===== src/rtl/alu_pkg.sv =====
// Shared ALU definitions: op codes, default width and the combinational compute/carry helpers
// used by both the combinational ALU and alu_cmd_responder.
package alu_pkg;

  localparam int ALU_WIDTH = 8;

  localparam logic [2:0] ALU_ADD = 3'd0;
  localparam logic [2:0] ALU_SUB = 3'd1;
  localparam logic [2:0] ALU_AND = 3'd2;
  localparam logic [2:0] ALU_OR  = 3'd3;
  localparam logic [2:0] ALU_XOR = 3'd4;
  localparam logic [2:0] ALU_NOT = 3'd5;
  localparam logic [2:0] ALU_SHL = 3'd6;
  localparam logic [2:0] ALU_SHR = 3'd7;

  function automatic logic [ALU_WIDTH-1:0] alu_compute(input logic [2:0]           op,
                                                       input logic [ALU_WIDTH-1:0] a,
                                                       input logic [ALU_WIDTH-1:0] b);
    logic [ALU_WIDTH-1:0] r;
    case (op)
      ALU_ADD: r = a + b;
      ALU_SUB: r = a - b;
      ALU_AND: r = a & b;
      ALU_OR:  r = a | b;
      ALU_XOR: r = a ^ b;
      ALU_NOT: r = ~a;
      ALU_SHL: r = a << b[2:0];
      ALU_SHR: r = a >> b[2:0];
      default: r = '0;
    endcase
    return r;
  endfunction

  // Carry-out for ADD, borrow (A<B) for SUB, zero for everything else.
  function automatic logic alu_carry(input logic [2:0]           op,
                                     input logic [ALU_WIDTH-1:0] a,
                                     input logic [ALU_WIDTH-1:0] b);
    logic [ALU_WIDTH:0] sum;
    logic               c;
    sum = {1'b0, a} + {1'b0, b};
    case (op)
      ALU_ADD: c = sum[ALU_WIDTH];
      ALU_SUB: c = (a < b);
      default: c = 1'b0;
    endcase
    return c;
  endfunction

endpackage


===== src/rtl/alu_resp_fifo.sv =====
// Generic synchronous FIFO, async active-high reset. Pointers carry one extra wrap bit so
// full/empty come straight from the registered pointers.
module alu_resp_fifo #(
  parameter int W     = 8,
  parameter int DEPTH = 4
) (
  input  logic         clk,
  input  logic         rst,
  input  logic         push_i,
  input  logic [W-1:0] push_data_i,
  input  logic         pop_i,
  output logic [W-1:0] head_o,
  output logic         full_o,
  output logic         empty_o
);

  localparam int AW = $clog2(DEPTH);

  logic [AW:0]  wr_ptr_q, wr_ptr_d;
  logic [AW:0]  rd_ptr_q, rd_ptr_d;
  logic [W-1:0] mem_q [DEPTH];
  logic         push_s;
  logic         pop_s;

  assign empty_o = (wr_ptr_q == rd_ptr_q);
  assign full_o  = (wr_ptr_q[AW] != rd_ptr_q[AW]) && (wr_ptr_q[AW-1:0] == rd_ptr_q[AW-1:0]);
  assign push_s  = push_i && !full_o;
  assign pop_s   = pop_i && !empty_o;
  assign head_o  = mem_q[rd_ptr_q[AW-1:0]];

  always_comb begin
    wr_ptr_d = wr_ptr_q;
    rd_ptr_d = rd_ptr_q;
    if (push_s) begin
      wr_ptr_d = wr_ptr_q + {{AW{1'b0}}, 1'b1};
    end else begin
      wr_ptr_d = wr_ptr_q;
    end
    if (pop_s) begin
      rd_ptr_d = rd_ptr_q + {{AW{1'b0}}, 1'b1};
    end else begin
      rd_ptr_d = rd_ptr_q;
    end
  end

  always_ff @(posedge clk or posedge rst) begin
    if (rst) begin
      wr_ptr_q <= '0;
      rd_ptr_q <= '0;
      for (int i = 0; i < DEPTH; i++) begin
        mem_q[i] <= '0;
      end
    end else begin
      wr_ptr_q <= wr_ptr_d;
      rd_ptr_q <= rd_ptr_d;
      if (push_s) begin
        mem_q[wr_ptr_q[AW-1:0]] <= push_data_i;
      end
    end
  end

endmodule


===== src/rtl/alu_cmd_responder.sv =====
// Handshaked ALU responder: computes on accept, queues results in order, counts accepts.
// Optional per-result zero/carry flags when ALU_RESP_FLAGS_EN is defined.
module alu_cmd_responder
  import alu_pkg::*;
#(
  parameter int WIDTH = ALU_WIDTH,
  parameter int DEPTH = 4
) (
  input  logic             clk,
  input  logic             rst,
  input  logic             cmd_valid,
  output logic             cmd_ready,
  input  logic [2:0]       cmd_op,
  input  logic [WIDTH-1:0] cmd_a,
  input  logic [WIDTH-1:0] cmd_b,
  output logic             rsp_valid,
  input  logic             rsp_ready,
  output logic [WIDTH-1:0] rsp_result,
  output logic [2:0]       rsp_op,
`ifdef ALU_RESP_FLAGS_EN
  output logic [1:0]       rsp_flags,
`endif
  output logic [15:0]      cmd_count
);

  // The shared compute function is fixed to the package width.
  if (WIDTH != ALU_WIDTH) begin : g_width_check
    $error("alu_cmd_responder: WIDTH must equal alu_pkg::ALU_WIDTH");
  end
  if ((DEPTH < 2) || ((DEPTH & (DEPTH - 1)) != 0)) begin : g_depth_check
    $error("alu_cmd_responder: DEPTH must be a power of two and at least 2");
  end

`ifdef ALU_RESP_FLAGS_EN
  localparam int EW = WIDTH + 3 + 2;
`else
  localparam int EW = WIDTH + 3;
`endif

  logic [WIDTH-1:0] result_s;
  logic [EW-1:0]    push_data_s;
  logic [EW-1:0]    head_s;
  logic             fifo_full_s;
  logic             fifo_empty_s;
  logic             accept_s;
  logic             pop_s;
  logic [15:0]      cmd_count_q, cmd_count_d;

  assign result_s  = alu_compute(cmd_op, cmd_a, cmd_b);
  assign cmd_ready = !fifo_full_s;
  assign rsp_valid = !fifo_empty_s;
  assign accept_s  = cmd_valid && cmd_ready;
  assign pop_s     = rsp_valid && rsp_ready;
  assign cmd_count = cmd_count_q;

`ifdef ALU_RESP_FLAGS_EN
  assign push_data_s = {alu_carry(cmd_op, cmd_a, cmd_b), (result_s == {WIDTH{1'b0}}), cmd_op, result_s};
  assign {rsp_flags, rsp_op, rsp_result} = head_s;
`else
  assign push_data_s = {cmd_op, result_s};
  assign {rsp_op, rsp_result} = head_s;
`endif

  alu_resp_fifo #(
    .W     (EW),
    .DEPTH (DEPTH)
  ) u_fifo (
    .clk         (clk),
    .rst         (rst),
    .push_i      (accept_s),
    .push_data_i (push_data_s),
    .pop_i       (pop_s),
    .head_o      (head_s),
    .full_o      (fifo_full_s),
    .empty_o     (fifo_empty_s)
  );

  always_comb begin
    cmd_count_d = cmd_count_q;
    if (accept_s) begin
      cmd_count_d = cmd_count_q + 16'd1;
    end else begin
      cmd_count_d = cmd_count_q;
    end
  end

  always_ff @(posedge clk or posedge rst) begin
    if (rst) begin
      cmd_count_q <= 16'd0;
    end else begin
      cmd_count_q <= cmd_count_d;
    end
  end

endmodule


===== config.mk =====
export PLATFORM = sky130hd
export DESIGN_NAME = alu_cmd_responder
export DESIGN_NICKNAME = d
export VERILOG_FILES = /design/src/rtl/alu_pkg.sv /design/src/rtl/alu_resp_fifo.sv /design/src/rtl/alu_cmd_responder.sv
export SDC_FILE = /design/constraint.sdc
export NUM_CORES = 1
export LEC_CHECK = 0
export BUFFER_PORTS_ARGS = -buffer_cell sky130_fd_sc_hd__buf_2
export CORE_MARGIN = 2
export CORE_UTILIZATION = 54
export CTS_CLUSTER_SIZE = 24
export DETAILED_ROUTE_END_ITERATION = 6
export GPL_TIMING_DRIVEN = 0
export MAX_ROUTING_LAYER = met4
export PLACE_DENSITY_LB_ADDON = 0.12
export SETUP_SLACK_MARGIN = 0.1
export SYNTH_ARGS = -nofsm -noshare
export SYNTH_HDL_FRONTEND = slang
export SYNTH_SLANG_ARGS = --single-unit

===== constraint.sdc =====
create_clock -name clk -period 1.7 [get_ports clk]
set_input_delay 0 -clock clk [delete_from_list [all_inputs] [get_ports clk]]
set_output_delay 0 -clock clk [all_outputs]
set_load 0.02 [all_outputs]

* Word level (Yosys, flattened, before mapping)
Cells that the tools add are included.
** Word-level totals
- Bits in registers :: 66
- Logic and storage cells :: 49
** Operators by class
- Add/sub/neg operators :: 5
- $lt $le $gt $ge :: 3
- Eq/ne operators :: 10
- Shift operators :: 2
- Muxes and demuxes :: 7
- Bitwise operators :: 6
- Reduce and logical (&&, ||, !) cells :: 9
** Operators by type and width (count)
- case mux 8 bit (8 select lines) :: 1
- bitwise mux 44 bit :: 1
- two-way mux 11 bit :: 3
- binary-select mux 11 bit (select 2 bit) :: 1
- demux 11 bit (select 2 bit) :: 1
- adder 16 x 1 -> 16 bit (second input constant) :: 1
- equality test 3 bit (second input constant) :: 4
- adder 8 bit :: 1
- bitwise AND 8 bit :: 1
- NOT 8 bit :: 1
- bitwise OR 8 bit :: 1
- left shift 8 x 3 -> 8 bit :: 1
- right shift 8 x 3 -> 8 bit :: 1
- subtractor 8 bit :: 1
- XOR 8 bit :: 1
- adder 3 x 1 -> 3 bit (second input constant) :: 2
- equality test 3 x 2 -> 1 bit (second input constant) :: 2
- >= comparator 3 bit (second input constant) :: 2
- logical AND 1 bit :: 6
- NOT 2 -> 3 bit :: 2
- equality test 3 x 1 -> 1 bit (second input constant) :: 1
- equality test 3 bit :: 1
- logical NOT 3 bit :: 1
- less-than comparator 3 x 1 -> 1 bit (second input constant) :: 1
- 3 further kinds :: 4

* Longest topological paths before layout
Gate-level depths: netlist of the first run.
- Depth after elaboration :: 6
- Depth in mapped cells :: 12
- Gate-level depth less buffers :: 10

* By module
A second synthesis of the first run with hierarchy kept.
** Second synthesis, totals
- Cell total of the unflattened synthesis :: 413
- Area, all modules :: 4561.9 um^2
** By module, submodules not included
- alu_resp_fifo :: instances 1, cells an instance 154, area each 2367.3 um^2, seq. area each 1251.2 um^2
- alu_cmd_responder :: instances 1, cells an instance 259, area each 2194.6 um^2, seq. area each 400.4 um^2

* Worst setup path before layout of the first run
OpenSTA, ideal clock, no wires.
- Path kind :: input to register
- Start point :: in cmd_b[0]
- End point :: reg u_fifo.mem_q[28] (netlist bit)
- Setup time :: 0.142 ns
- Arrival time :: 2.280 ns
- Required time :: 1.558 ns
- Setup slack :: -0.721 ns
- Stages :: 11
- Cells stage by stage :: buf_6 -> buf_2 -> inv_1 -> ha_1 -> mux2_2 -> fa_1 -> nor2b_1 -> o31a_1 -> nor4b_1 -> o41ai_2 -> a31oi_1
** Between the ends
- Word-level cells in the longest chain between the ends :: 3
** Ends and longest elaborated chain
- start, declared :: line alu_cmd_responder.sv:15 : input logic [WIDTH-1:0] cmd_b,
- subtractor 8 bit, or another cell as far along :: line alu_pkg.sv:22 : ALU_SUB: r = a - b;
- case mux 8 bit (8 select lines) * :: line alu_pkg.sv:20 : case (op)
- bitwise mux 44 bit * :: line alu_resp_fifo.sv:57 : mem_q[wr_ptr_q[AW-1:0]] <= push_data_i;
- end signal, assigned by index :: line alu_resp_fifo.sv:57
- end, declared :: line alu_resp_fifo.sv:21 : logic [W-1:0] mem_q [DEPTH];
Mark *: on every way between the ends. The rest lies on a longest branch, timed or not.
A chain may end at the register's enable or synchronous reset.

* Worst setup path in the final report of the first run
- Start point :: in cmd_b[0]
- End point :: reg u_fifo.mem_q[40] (netlist bit)
Same word-level chain as after synthesis.

==> results of run 1 <==
==> logic make-up after synthesis <==
kind of cell	after synthesis	synth area share (%)
xor gates and xnor gates	31	5.97
DFF	66	36.3
AOI/OAI and AO/OA	104	16.0
and+or+nand+nor	139	14.9
muxes	30	12.9
buffers and inverters	50	4.98
adders and majority gates	32	8.97
==> metal layers <==
metal	share of wire (%)	vias to the layer above	global-route usage [%]
met3	7.1	52	5.32
met2	50	225	46.9
met5	0	-	-
li1	-	1899	-
met4	3.8	0	8.33
met1	39	2113	40.2
==> flip-flops by register name, summed over array words and instances (netlist names) <==
signal	cells
u_fifo.wr_ptr_q	3
u_fifo.mem_q	44
cmd_count	16
u_fifo.rd_ptr_q	3
==> area by class of cell <==
class,count,share of cell area (%)
multi-input combinational,337,48.5
sequential,66,25.0
timing repair buffer,116,15.5
buffer,25,4.41
clock buffer,11,2.29
tap,105,1.99
inverter,25,1.67
clock inverter,5,0.568
==> power breakdown <==
| group | total [mW] | internal, mW | switching [mW] |
|---|---|---|---|
| clock | 1.29 | 0.614 | 0.679 |
| sequential | 2.85 | 2.24 | 0.609 |
| combinational | 6.07 | 3.10 | 2.97 |
==> cells in the mapped netlist, drive strengths merged (3+ instances only) <==
library cell	instances
nor3b	3
inv	25
mux2i	4
clkbuf	12
buf	13
mux2	5
nor2	30
a221oi	4
o221ai	5
xnor2	22
o31a	3
nor3	4
mux4	21
a31oi	12
nand3b	5
xor2	9
dfrtp	66
a221o	5
nor2b	5
o211ai	4
nand3	8
a21oi	17
nand4	4
ha	31
nand2b	5
nand2	62
o22ai	3
o21ai	35
and2	4
==> what timing repair did <==
action | 4_1_cts | 5_1_grt
buffers inserted | 31 | 26
cloned | 2 | 4
hold buffers | 2 | 0
pin swaps | 47 | 29
setup endpoints to repair | 70 | 73
hold endpoints to repair | 46 | 0
resized for setup | 103 | 95
==> worst min-delay path, cell delays in order <==
cell and delay, ns:
sky130_fd_sc_hd__dlygate4sd3_1 0.53, sky130_fd_sc_hd__buf_2 0.13, sky130_fd_sc_hd__clkinvlp_4 0.24
==> metrics by stage <==
stage / total power [mW] / instances / hold WS [ns] / TNS, ns / instance area (µm²)
4_1_cts: 8.82 / 660 / 0.132 / -1.70 / 5970
3_3_place_gp: 6.21 / 607 / 0.302 / -19.88 / 5040
5_1_grt: 10.8 / 690 / 0.195 / -5.84 / 6610
6_report: 10.2 / 690 / 0.158 / -2.96 / 6610
3_5_place_dp: 6.38 / 609 / -0.0117 / -21.66 / 5090
2_1_floorplan: 5.35 / 452 / 0.144 / -4.43 / 4660
==> worst paths after layout <==
check / start / endpoint / slack, ns / cells past startpoint
max: cmd_b[0] / u_fifo.mem_q[40]$_DFFE_PP0P_ / -0.24 / 14
min: rst / u_fifo.mem_q[34]$_DFFE_PP0P_ / 0.16 / 3
max reg2reg: u_fifo.wr_ptr_q[0]$_DFFE_PP0P_ / u_fifo.mem_q[17]$_DFFE_PP0P_ / -0.04 / 7
min reg2reg: cmd_count[15]$_DFFE_PP0P_ / cmd_count[15]$_DFFE_PP0P_ / 0.49 / 1
max in group asynchronous: rst / u_fifo.wr_ptr_q[0]$_DFFE_PP0P_ / 0.88 / 5
min in group clk: cmd_op[1] / u_fifo.mem_q[20]$_DFFE_PP0P_ / 0.18 / 3
==> results.md, run 1 <==
* Result of the run: finished, violations left
* Failing checks: negative setup slack
* Total of buffers placed on input and output ports at 50
* Dominant register cell in the synthesized netlist: sky130_fd_sc_hd__dfrtp_1
* Worst setup path class: in2reg
* Setup clock skew after layout at 0.00664 ns
* Multi-input gate area at 3210 µm²
* Final nets at 635
* Maximum net fanout on the critical path at 7
* Total length of routed wires at 14.5 mm
* Worst path required time at 1.93 ns
* Filler Cells Inserted at 481
* MaxCap Viol Count at 0
* Starting Density at 55.6%
* DRC marker count from the first detailed-route iteration at 250
* Portion of the clock cycle consumed by the worst path in the final layout at 114%
* Crit-path cells: buf_8, buf_12, buf_12, inv_8, ha_4, buf_6, a21oi_1, xnor2_1, ha_2, a21oi_1, o21ai_1, o21a_1, mux2i_4, a21oi_2
* Number of library cell types mapped by synthesis at 65
* Crit path max-delay cell type: sky130_fd_sc_hd__ha_2
* Mean area per synthesized cell at 10.1 µm²
* Minimum period implied by the final worst setup slack at 1.94 ns
* Number of diodes at 0
* Global-route total usage across every layer at 29.8%
* Clock transition time at the flip-flop clock pins of the worst setup and hold paths at 0.08 ns
* Number of synthesized register bits at 66
* Fraction of final layout cells with drive strength greater than 1 at 45.8%
* Remaining antenna violation count after routing at 0
* Relative slew slack at 64.7%
* Maximum root-to-sink buffer count at 2
* Number of warning messages in the yosys log at 0
* Setup repair after global routing missed its margin: yes
* Std cell rows at 33
* Cell types with the largest area share after synthesis: sky130_fd_sc_hd__dfrtp_1 (36%), sky130_fd_sc_hd__ha_1 (8.5%), sky130_fd_sc_hd__mux4_2 (7.9%)
* Kind of cell with the highest combined delay on the critical path: compound AO/OA/AOI/OAI gates
* Worst min-delay path class: in2async
* Area of the mapped netlist at 4550 µm²
* IO Pins at 52
* Synth top area share at 36.3%
* Chip height at 95.8 µm
* Inserted Clock Buffers at 9
* Final core area utilization at 80.9%
* Core region area at 8180 µm²
* Global-route wire length before repair at 20.2 mm
* P_leak at 2.99 nW
* TritonCTS clock tree: done
* Final Hold Vio Count at 0
* TritonCTS Sinks at 66
* Worst Slack Setup Final at -0.242 ns
* Routed via count at 4289
* Worst EP arrival at 2.18 ns
* Commonest non-fill, non-tap cell in the layout: sky130_fd_sc_hd__dfrtp_1
* Root Buffer Master: sky130_fd_sc_hd__clkbuf_8
* Clock latency at the later pin of the worst-skew pair at 0.36 ns
* Slew Viols, Final at 0
* Die Footprint at 9170 µm²
* Flip-flop and latch area at 1660 µm²
* Number of antenna violations at the first check in global routing at 0
* Ys async rst share at 100%
* Post-synthesis instance total at 452
* Setup crit end kind: register
* Remaining design rule violation count at 0
* Pin count of the biggest net entering global routing at 33
* Via count normalized by instance count at 6.22
* Synth area leader: sky130_fd_sc_hd__dfrtp_1
* Critical path launch point type: primary input
* DR pass1 iterations at 5
* Worst path bufs/invs at 5
* Number of enable flip-flop cells after synthesis at 0
* Worst ir drop on vdd at 675 µV
* Sequential fraction of the synthesis area at 36.3%
* Area added between synthesis and finish at 45.4%
* Final weighted congestion of routability-driven global placement at 0.980
* Delay of the slowest cell on the worst path at 0.35 ns
* Net count after synthesis at 507
* Hpwl dp at 8.28 mm
* Total setup violations reported at the end of the flow at 25
* Worst-margin pin slew at 0.529 ns
* Die span in x at 95.8 µm
* Most frequent cells in the layout: sky130_fd_sc_hd__dfrtp_1 (63), sky130_fd_sc_hd__buf_4 (44), sky130_fd_sc_hd__buf_2 (40)
* Setup slack after placement at -0.879 ns
* Maximum level of the CTS H-tree at 3
* Fmax at 0.515 GHz
* Power Dens Cells at 1550 nW/µm²
* Routed length per placed instance at 21.0 µm
* Number of global-route vias before repair at 4032
* Grt ovf at 0
(Power assumes the default switching activity.)
==> run 2, diff against run 1 <==
Settings changed: CORE_MARGIN 2 to default.
==> run 2 against run 1 <==
Effect of this change:
- the flow finishes with violations (design-rule violations, negative setup slack)
- final cell count decreased by 2.9%
- design area down 5.6%
- critical path depth unchanged
- sequential share of layout area grew 1.5 points
- clock skew grew 0.0082 ns
- register-to-register slack hardly changed
- sequential power down 2%
- global-route usage decreased by 1.2 points
- critical path type unchanged
==> results.md, run 2 (synthesized netlist as in run 1, its figures left out) <==
* Power Dens Cells at 1490 nW/µm² (was 1550 nW/µm²)
* Switching fraction of total power at 40.5% (was 41.7%)
* Top reg by flops: u_fifo.mem_q (unchanged)
* Worst min-delay path class: in2reg (was in2async)
* Maximum level of the CTS H-tree at 3 (unchanged)
* Routed length per placed instance at 18.9 µm (was 21.0 µm)
* Hpwl dp at 8.17 mm (was 8.28 mm)
* Total of buffers placed on input and output ports at 50 (unchanged)
* Setup crit end kind: register (unchanged)
* DRC marker count from the first detailed-route iteration at 219 (was 250)
* Portion of the clock cycle consumed by the worst path in the final layout at 118% (was 114%)
* Maximum net fanout on the critical path at 4 (was 7)
* IO Pins at 52 (unchanged)
* Share of power burned in the clock network at 12.3% (was 12.7%)
* Result of the run: finished, violations left (unchanged)
* Routed via count at 4086 (was 4289)
* Grt ovf at 0 (unchanged)
* Final weighted congestion of routability-driven global placement at 0.916 (was 0.980)
* Combinational cell fraction of total power at 57.6% (was 59.4%)
* Setup repair after global routing missed its margin: yes (unchanged)
* P_sw at 3.76 mW (was 4.26 mW)
* Total length of routed wires at 12.6 mm (was 14.5 mm)
* Worst path required time at 1.89 ns (was 1.93 ns)
* Global-route wire length before repair at 19.0 mm (was 20.2 mm)
* Worst ir drop on vdd at 616 µV (was 675 µV)
* Number of diodes at 0 (unchanged)
* Via count normalized by instance count at 6.10 (was 6.22)
* Remaining antenna violation count after routing at 0 (unchanged)
* Die span in x at 93.8 µm (was 95.8 µm)
* Final nets at 617 (was 635)
* Starting Density at 55.6% (unchanged)
* Die Footprint at 8790 µm² (was 9170 µm²)
* Slew Viols, Final at 0 (unchanged)
* Remaining design rule violation count at 1 (was 0)
* Final Hold Vio Count at 0 (unchanged)
* Overall power consumption at 9.28 mW (was 10.2 mW)
* Failing checks: design-rule violations, negative setup slack (was negative setup slack)
* Std cell rows at 33 (unchanged)
* Number of antenna violations at the first check in global routing at 0 (unchanged)
* Core region area at 8180 µm² (unchanged)
* Final TNS setup at -4.06 ns (was -2.96 ns)
* Fraction of final layout cells with drive strength greater than 1 at 40.2% (was 45.8%)
* Worst Slack Setup Final at -0.299 ns (was -0.242 ns)
* Root Buffer Master: sky130_fd_sc_hd__clkbuf_8 (unchanged)
* Worst-margin pin slew at 0.621 ns (was 0.529 ns)
* Critical path launch point type: primary input (unchanged)
* Area added between synthesis and finish at 37.2% (was 45.4%)
* Maximum root-to-sink buffer count at 2 (unchanged)
* MaxCap Viol Count at 0 (unchanged)
* Reg power frac at 30.1% (was 27.9%)
* Minimum period implied by the final worst setup slack at 2.00 ns (was 1.94 ns)
* Global-route total usage across every layer at 28.7% (was 29.8%)
* TritonCTS clock tree: done (unchanged)
* Clock transition time at the flip-flop clock pins of the worst setup and hold paths at 0.07 ns (was 0.08 ns)
* TritonCTS Sinks at 66 (unchanged)
* Fmax at 0.500 GHz (was 0.515 GHz)
* Most frequent cells in the layout: sky130_fd_sc_hd__dfrtp_1 (62), sky130_fd_sc_hd__nand2_1 (45), sky130_fd_sc_hd__buf_2 (41) (was sky130_fd_sc_hd__dfrtp_1 (63), sky130_fd_sc_hd__buf_4 (44), sky130_fd_sc_hd__buf_2 (40))
* DR pass1 iterations at 7 (was 5)
* P_leak at 2.87 nW (was 2.99 nW)
* Clock latency at the later pin of the worst-skew pair at 0.33 ns (was 0.36 ns)
* Chip height at 93.8 µm (was 95.8 µm)
* Total setup violations reported at the end of the flow at 34 (was 25)
* Worst EP arrival at 2.19 ns (was 2.18 ns)
* Relative slew slack at 58.4% (was 64.7%)
* Number of global-route vias before repair at 3779 (was 4032)
* Inserted Clock Buffers at 9 (unchanged)
* Setup clock skew after layout at 0.0149 ns (was 0.00664 ns)
* Pin count of the biggest net entering global routing at 40 (was 33)
* Internal at 5.52 mW (was 5.96 mW)
* Worst setup path class: in2reg (unchanged)
* Flip-flop count of the largest register, all copies and words added at 44 (unchanged)
* Commonest non-fill, non-tap cell in the layout: sky130_fd_sc_hd__dfrtp_1 (unchanged)
[run 2: changes by cell type in the layout (fill, tap and decap cells not counted), sizes merged]
| cell | before | now |
|---|---|---|
| clkinv | 2 | 3 |
| inv | 25 | 23 |
| nand2 | 63 | 62 |
| clkinvlp | 3 | 2 |
| clkbuf | 21 | 20 |
| buf | 129 | 113 |
[run 2: layout make-up]
cell class                 count  area [µm²]
buffer                        25         293
clock buffer                  11         141
clock inverter                 3        17.5
fill                         534        1940
inverter                      25         118
multi-input combinational    336        3060
sequential                    66        1660
tap                          105         131
timing repair buffer          99         825
[run 2: metrics by stage]
step	setup WS [ns]	area, µm²	hold WS, ns	cells	util (%)
finish	-0.299	6240	0.116	670	76.3
global placement	-0.936	5040	0.299	607	61.6
global route	-0.392	6240	0.130	670	76.3
detailed placement	-0.953	5060	0.110	608	61.9
floorplan	-0.434	4660	0.144	452	-
CTS	-0.274	5520	0.0952	642	67.5
[run 2: layer usage]
metal | track usage (%) | vias up | wire (µm) | part of all wire, %
li1 | - | 1853 | - | -
met1 | 37.2 | 2047 | 5270 | 42
met2 | 46.8 | 154 | 6370 | 50
met3 | 3.88 | 32 | 641 | 5.1
met4 | 8.72 | 0 | 356 | 2.8
met5 | - | - | 0 | 0
[run 2: critical path, cell delays in order]
cell,delay (ns)
sky130_fd_sc_hd__buf_8,0.10
sky130_fd_sc_hd__buf_12,0.11
sky130_fd_sc_hd__buf_12,0.12
sky130_fd_sc_hd__clkinv_8,0.04
sky130_fd_sc_hd__ha_4,0.14
sky130_fd_sc_hd__nor2_4,0.04
sky130_fd_sc_hd__xnor2_2,0.12
sky130_fd_sc_hd__ha_1,0.36
sky130_fd_sc_hd__nor2b_4,0.15
sky130_fd_sc_hd__o31a_1,0.27
sky130_fd_sc_hd__nor3b_2,0.17
sky130_fd_sc_hd__o41ai_2,0.30
sky130_fd_sc_hd__buf_4,0.18
sky130_fd_sc_hd__a31oi_1,0.08
[run 2: power by group through the flow]
stage / clock [mW] / sequential, mW / combinational (mW)
final: 1.14 / 2.79 / 5.35
after global routing: 1.23 / 2.88 / 5.71
after CTS: 1.14 / 2.73 / 3.77
after detailed placement: 0 / 2.75 / 3.61
after global placement: 0 / 2.70 / 3.50
after floorplan: 0 / 2.71 / 2.64
[run 2: repair_timing]
action | CTS | global route
buffers inserted | 18 | 25
pin swaps | 17 | 34
endpoints found under the hold margin | 29 | 0
setup endpoints to repair | 69 | 71
hold buffers | 2 | 0
resized for setup | 41 | 128
gates cloned | 0 | 3
[run 2: worst paths after layout]
check                                                     from                           end  slack (ns)  cells after the start
worst max-delay path                                  cmd_b[0]  u_fifo.mem_q[39]$_DFFE_PP0P_       -0.30                     14
worst min-delay path                                 cmd_op[2]  u_fifo.mem_q[21]$_DFFE_PP0P_        0.12                      3
worst max register to register  u_fifo.wr_ptr_q[2]$_DFFE_PP0P_     cmd_count[15]$_DFFE_PP0P_       -0.05                      6
worst min register to register     u_fifo.mem_q[8]$_DFFE_PP0P_   u_fifo.mem_q[8]$_DFFE_PP0P_        0.47                      2
max in group asynchronous                                  rst   u_fifo.mem_q[8]$_DFFE_PP0P_        0.82                      4
min in group asynchronous                                  rst  u_fifo.mem_q[14]$_DFFE_PP0P_        0.29                      3
